==> config.mk <==
export PLATFORM = sky130hd
export DESIGN_NAME = rr_grant_mux
export DESIGN_NICKNAME = d
export VERILOG_FILES = /design/src/rtl/rr_grant_mux.sv
export SDC_FILE = /design/constraint.sdc
export NUM_CORES = 1
export LEC_CHECK = 0
export ABC_AREA = 1
export BUFFER_PORTS_ARGS = -buffer_cell sky130_fd_sc_hd__buf_2
export CORE_AREA = 2 2 97 99
export CTS_CLUSTER_DIAMETER = 100
export DETAILED_ROUTE_END_ITERATION = 10
export DIE_AREA = 0 0 99 101
export GPL_ROUTABILITY_DRIVEN = 0
export PLACE_DENSITY = 0.83
export SYNTH_ARGS = -nofsm -noshare
export SYNTH_HDL_FRONTEND = slang
export SYNTH_SLANG_ARGS = --single-unit
export TNS_END_PERCENT = 1
==> constraint.sdc <==
create_clock -name clk -period 8.1 [get_ports clk]
set_input_delay 0.81 -clock clk [delete_from_list [all_inputs] [get_ports clk]]
set_output_delay 0.81 -clock clk [all_outputs]
set_load 0.02 [all_outputs]
==> src/rtl/rr_grant_mux.sv <==
// Registers the granted port's word into a one-entry valid/ready output stage, acks the port, counts service.
// Latency: one cycle grant-to-out_valid_o; captures only when the stage is empty or draining, so stalls upstream via ack_o.
module rr_grant_mux #(
   parameter int NUM_PORTS  = 4,
   parameter int DATA_WIDTH = 8,
   parameter int CNT_WIDTH  = 16,
   parameter int IDX_WIDTH  = (NUM_PORTS > 1) ? $clog2(NUM_PORTS) : 1
) (
   input  logic                            clk,
   input  logic                            reset,
   input  logic [NUM_PORTS-1:0]            req_i,
   input  logic [NUM_PORTS-1:0]            gnt_i,
   input  logic [NUM_PORTS*DATA_WIDTH-1:0] data_i,
   output logic [NUM_PORTS-1:0]            ack_o,
   output logic                            out_valid_o,
   output logic [DATA_WIDTH-1:0]           out_data_o,
   output logic [IDX_WIDTH-1:0]            out_port_o,
   input  logic                            out_ready_i,
   output logic                            gnt_err_o,
   output logic [NUM_PORTS*CNT_WIDTH-1:0]  svc_cnt_o
);

   typedef enum logic {EMPTY, FULL} state_t;

   state_t                state_q, state_d;
   logic [DATA_WIDTH-1:0] data_q, data_d;
   logic [IDX_WIDTH-1:0]  port_q, port_d;
   logic                  err_q, err_d;
   logic [CNT_WIDTH-1:0]  cnt_q [NUM_PORTS];
   logic [CNT_WIDTH-1:0]  cnt_d [NUM_PORTS];

   logic                  legal, multi, hit, space, capture;
   logic [DATA_WIDTH-1:0] sel_data;
   logic [IDX_WIDTH-1:0]  sel_idx;

   always_comb begin
      sel_data = '0;
      sel_idx  = '0;
      for (int p = 0; p < NUM_PORTS; p++) begin
         if (gnt_i[p]) begin
            sel_data = data_i[p*DATA_WIDTH +: DATA_WIDTH];
            sel_idx  = IDX_WIDTH'(p);
         end
      end
   end

   // A grant whose request has already dropped is arbiter lag, not an error.
   always_comb begin
      legal   = ($countones(gnt_i) == 1);
      multi   = ($countones(gnt_i) > 1);
      hit     = legal && ((gnt_i & req_i) != '0);
      space   = (state_q == EMPTY) || out_ready_i;
      capture = hit && space && !reset;
   end

   always_comb begin
      state_d = state_q;
      data_d  = data_q;
      port_d  = port_q;
      err_d   = err_q | multi;
      case (state_q)
         EMPTY: if (capture) state_d = FULL;
         FULL:  if (out_ready_i && !capture) state_d = EMPTY;
         default: state_d = EMPTY;
      endcase
      if (capture) begin
         data_d = sel_data;
         port_d = sel_idx;
      end
   end

   always_comb begin
      for (int p = 0; p < NUM_PORTS; p++) begin
         cnt_d[p] = cnt_q[p];
         if (capture && gnt_i[p] && (cnt_q[p] != '1))
            cnt_d[p] = cnt_q[p] + CNT_WIDTH'(1);
      end
   end

   always_ff @(posedge clk or posedge reset) begin
      if (reset) begin
         state_q <= EMPTY;
         data_q  <= '0;
         port_q  <= '0;
         err_q   <= 1'b0;
         for (int p = 0; p < NUM_PORTS; p++) cnt_q[p] <= '0;
      end else begin
         state_q <= state_d;
         data_q  <= data_d;
         port_q  <= port_d;
         err_q   <= err_d;
         for (int p = 0; p < NUM_PORTS; p++) cnt_q[p] <= cnt_d[p];
      end
   end

   assign ack_o       = capture ? gnt_i : '0;
   assign out_valid_o = (state_q == FULL);
   assign out_data_o  = data_q;
   assign out_port_o  = port_q;
   assign gnt_err_o   = err_q;

   for (genvar g = 0; g < NUM_PORTS; g++) begin : g_cnt
      assign svc_cnt_o[g*CNT_WIDTH +: CNT_WIDTH] = cnt_q[g];
   end

endmodule
=== Word-level counts from Yosys, hierarchy flattened ===
Cells that the tools add are included.

* Word-level logic and storage cells: 51
* Input bits: 43
* Output and inout bits: 80
* Flip-flop bits (word level): 76

* Bitwise operators: 3
* $lt $le $gt $ge: 1
* Reductions and logical operators: 16
* $add $sub $neg: 7
* Mux-type cells: 11
* Equal/unequal tests: 5

{| class="wikitable"
|+ Operators by type and width
! kind !! number
|-
| 16-bit by 1-bit adder with 16-bit output (second input constant) || 4
|-
| 16-bit inequality test (second input constant) || 4
|-
| 32-bit by 2-bit == test with 1-bit output (second input constant) || 1
|-
| 8-bit two-way mux || 4
|-
| 1-bit logical AND || 12
|-
| 1-bit by 1-bit adder with 2-bit output || 2
|-
| 4-bit bitwise AND || 1
|-
| 2-bit two-way mux || 2
|-
| 4-bit two-way mux || 1
|-
| 4-bit nonzero test || 1
|-
| 2-bit by 2-bit adder with 3-bit output || 1
|-
| 3-bit by 1-bit > comparator with 1-bit output (second input constant) || 1
|-
| 1-bit two-way mux || 3
|-
| 1-bit zero test || 2
|-
| 1-bit case mux with 2 select lines || 1
|-
| 1-bit logical OR || 1
|-
| 1-bit NOT || 1
|-
| 1-bit bitwise OR || 1
|}

=== Logic depth before layout (Yosys ltp) ===
* Depth in word-level cells: 10
* Gate-level depth with buffers: 16
* Mapped depth without buffers: 13

=== Worst setup path after synthesis ===
No wires, ideal clock.

* Kind: input -> output
* From: input port reset
* To: output port ack_o[1]
* Path buffers: 0
* Required time: 7.290 ns
* Cell stages on the path: 5
* Data arrival time: 3.309 ns
* Slack: 3.981 ns
* Cell sequence: inv_1 > nand2_1 > nor2_4 > nand3_1 > inv_1

* Longest elaborated chain between the ends: 3

{| class="wikitable"
|+ Ends and longest elaborated chain
! element !! line !! text
|-
| from (decl) || 10 || <nowiki>input logic reset,</nowiki>
|-
| 1-bit zero test (no line) || - ||
|-
| 1-bit logical AND || 53 || <nowiki>capture = hit && space && !reset;</nowiki>
|-
| 4-bit two-way mux || 96 || <nowiki>assign ack_o = capture ? gnt_i : '0;</nowiki>
|-
| to (decl) || 14 || <nowiki>output logic [NUM_PORTS-1:0] ack_o,</nowiki>
|}

Every way passes these cells.

=== Final worst setup path ===
* From: input port gnt_i[3]
* To: output port ack_o[1]

* Longest elaborated chain between the ends: 7
* Elaborated cells between the ends (all ways): 9
* Those cells by class: add/sub: 2; eq/ne: 1; mux: 1; bitwise: 1; reduce/logical: 4

{| class="wikitable"
|+ Ends and longest elaborated chain
! element !! line !! text
|-
| from (decl) || 12 || <nowiki>input logic [NUM_PORTS-1:0] gnt_i,</nowiki>
|-
| 1-bit by 1-bit adder with 2-bit output (implied by the code) || 49 || <nowiki>legal = ($countones(gnt_i) == 1);</nowiki>
|-
| 2-bit by 2-bit adder with 3-bit output (implied by the code) || 49 ||
|-
| 32-bit by 2-bit == test with 1-bit output || 49 ||
|-
| 1-bit logical AND (*) || 51 || <nowiki>hit = legal && ((gnt_i & req_i) != '0);</nowiki>
|-
| 1-bit logical AND (*) (2 in series) || 53 ||
|-
| 4-bit two-way mux (*) || 96 ||
|}

Mark *: on every way between the ends. The rest lies on a longest branch, timed or not.

==> out/qor.csv <==
metric;value;unit
number of global-route vias before repair;4706;
library cells used by synthesis;28;
area delta synth->final;16.8;%
dpl hpwl;9150;microns
Area contributors post-synth;dfrtp_1 (37%), nand2_1 (30%), inv_1 (5.0%);
area of the multi-input gates;2850;sq um
Rows;35;
CTS tree;built;
Synth Register Bits;76;
WL per Instance;12.2;microns
WHS;479;ps
most numerous cell in the Yosys netlist;nand2_1;
Finished Layout Cells;1021;
Avg Synthesized Cell Area;6.55;sq um
Placed Cells;1005;
Clk pwr share;29.8;%
Clock Pin Slew Worst Setup and Hold Paths;70;ps
clk sink count;76;
vias per inst;4.95;
HP Class;reg -> reg;
Ys Warns;0;
Post-synth EDFFs;0;
DRC errors left;0;
DR iter-0 viols;168;
ANT cells;0;
Commonest cells post-synth;nand2_1 (407), dfrtp_1 (76), inv_1 (69);
Setup crit start kind;input pin;
leakage;3.44;nW
die height;101;microns
sequential share of power;45.1;%
GRT Max-Usage Layer;met2;
critical path class;in -> out;
worst-margin pin slew;650;ps
Post-synth ARST share;100;%
ANT nets after route;0;
Switching Fraction;34.7;%
Post-Synthesis Cells;784;
clock buffer depth;2;
P_sw;0.000368;W
clock tree root buffer cell;clkbuf_8;
CP required;7290;ps
Crit. Startpoint;gnt_i[3];
worst reg2reg setup slack;6310;ps
Max rail drop VDD;119;uV
crit share post-route;50.8;%
final hold violation count;0;
initial antenna violation count;0;
Synth top area share;37.1;%
Netlist Area Pre-Place;5130;sq um
Internal;0.000693;W
gr ovfl total;0;
met1 Use GR;34.5;%
Finished Cell Area;6000;sq um
nets;957;
Max Clk Rate;243;MHz
Setup TNS;0;ps
PostCTS Resize Cnt;0;
first-pass GRT wire length;21500;microns
Post-CTS Setup Inserts;0;
PortBufs;122;
H-tree Lvls;3;
Worst Path Max Fanout;12;
Power, Total;0.00106;W
fill count;852;
r2r startpoint;out_valid_o;
worst setup skew after layout;13.4;ps
Final Max Slew Viols;0;
Chip Width;99;microns
r2r endpoint;svc_cnt_o[54];
layout cells sized above 1;18.4;%
io pins;123;
Arr. time, crit path;3310;ps
status;completed;
met2 Use GR;45.7;%
die area;10000;sq um
Max-cap violations;0;
vias;5057;
Seq/Total Area, Yosys;37.1;%
syn_nets;836;
last element of the critical path;ack_o[1];
largest net degree at the start of global routing;49;
ys flop type;dfrtp_1;
Pre-Repair DR Iteration Count;4;
Initial Utilization;57.2;%
CP Capture Type;primary output;
relative slew slack;56.5;%
routed wire length;12500;microns
final setup vio count;0;
reg2reg path depth;8;
Tot GR Track Use;26.4;%
Worst-Skew Late Latency;350;ps
pwr/cell area;177;nW/um^2
Cell Area, Placed;5790;sq um
Comb power frac;25.1;%
fin crit period;4120;ps
Yosys top cell by area;dfrtp_1;
unrepaired setup endpoints after global routing;no;
cts hold-fix bufs;0;
Reg area;1900;sq um
routing usage on met3;4.16;%
core area;8980;sq um
Num CTS Buffers;9;
[cells by family (layout without fill, tap and decap cells)]
logic type	after synthesis	in the layout	synth area share, %
flops	76	76	37.1
compound gates	15	15	1.56
fa+ha+maj	9	9	2.34
simple gates	570	570	46.9
buf+inv	86	212	7.34
xor+xnor	28	28	4.78
[registers in the layout, indices dropped and copies added, names as in the netlist]
name	flops
svc_cnt_o	64
out_data_o	8
out_port_o	2
gnt_err_o	1
out_valid_o	1
[routing by layer]
layer | up-vias | share of wire, %
li1 | 2644 | -
met1 | 2269 | 46
met2 | 133 | 48
met3 | 11 | 5.7
met4 | 0 | 1.0
met5 | - | 0
[how the worst min path moves through the flow]
stage                       start            end  slack [ps]  cells after the start
detailed placement      gnt_err_o      gnt_err_o         460                      1
global route        out_port_o[1]  out_port_o[1]         520                      2
floorplan           out_data_o[0]  out_data_o[0]         590                      2
finish                  gnt_err_o      gnt_err_o         480                      1
global placement        gnt_err_o      gnt_err_o         460                      1
CTS                     gnt_err_o      gnt_err_o         480                      1
[cells in the final DEF (no fill, tap or decap), drive strengths merged]
cell | netlist | layout
a21boi | 1 | 1
or2 | 8 | 8
xor2 | 12 | 12
ha | 8 | 8
xnor2 | 16 | 16
clkbuf | 1 | 12
nand2 | 408 | 408
nand3b | 5 | 5
nand4 | 19 | 19
o21ai | 5 | 5
nor2 | 78 | 78
fa | 1 | 1
nand3 | 52 | 52
bufinv | 0 | 2
inv | 72 | 72
dfrtp | 76 | 76
buf | 12 | 123
a21oi | 8 | 8
clkinv | 1 | 3
o21bai | 1 | 1
[per-stage QoR]
| stage | util (%) | setup slack (ps) |
|---|---|---|
| final | 66.8 | 3980 |
| after CTS | 66.8 | 3990 |
| after global placement | 64.5 | 4090 |
| after detailed placement | 64.5 | 4000 |
| after global routing | 66.8 | 3740 |
| after floorplan | - | 3980 |
[layout make-up]
type / instances / share of cell area, %
clock inverters: 4 / 1.23
repair buffers: 123 / 10.3
clock buffers: 12 / 2.25
well taps: 111 / 2.32
inverters: 73 / 4.57
flip-flops and latches: 76 / 31.7
multi-input cells: 622 / 47.6
[power groups by stage]
stage,clock [W],sequential [W],combinational [W]
2_1_floorplan,0,0.000542,0.000118
3_5_place_dp,0,0.000486,0.000267
6_report,0.000317,0.000478,0.000266
5_1_grt,0.000336,0.000488,0.000300
4_1_cts,0.000322,0.000478,0.000269
3_3_place_gp,0,0.000484,0.000264
[worst max-delay path: stages]
cell and delay, ps:
buf_2 240, clkinv_1 310, fa_1 580, inv_1 50, ha_1 190, inv_1 80
ha_1 230, nand3b_1 200, nor2_4 160, nand3_1 160, inv_1 110, buf_2 180
Note: power is estimated with default switching activity, not from simulation.
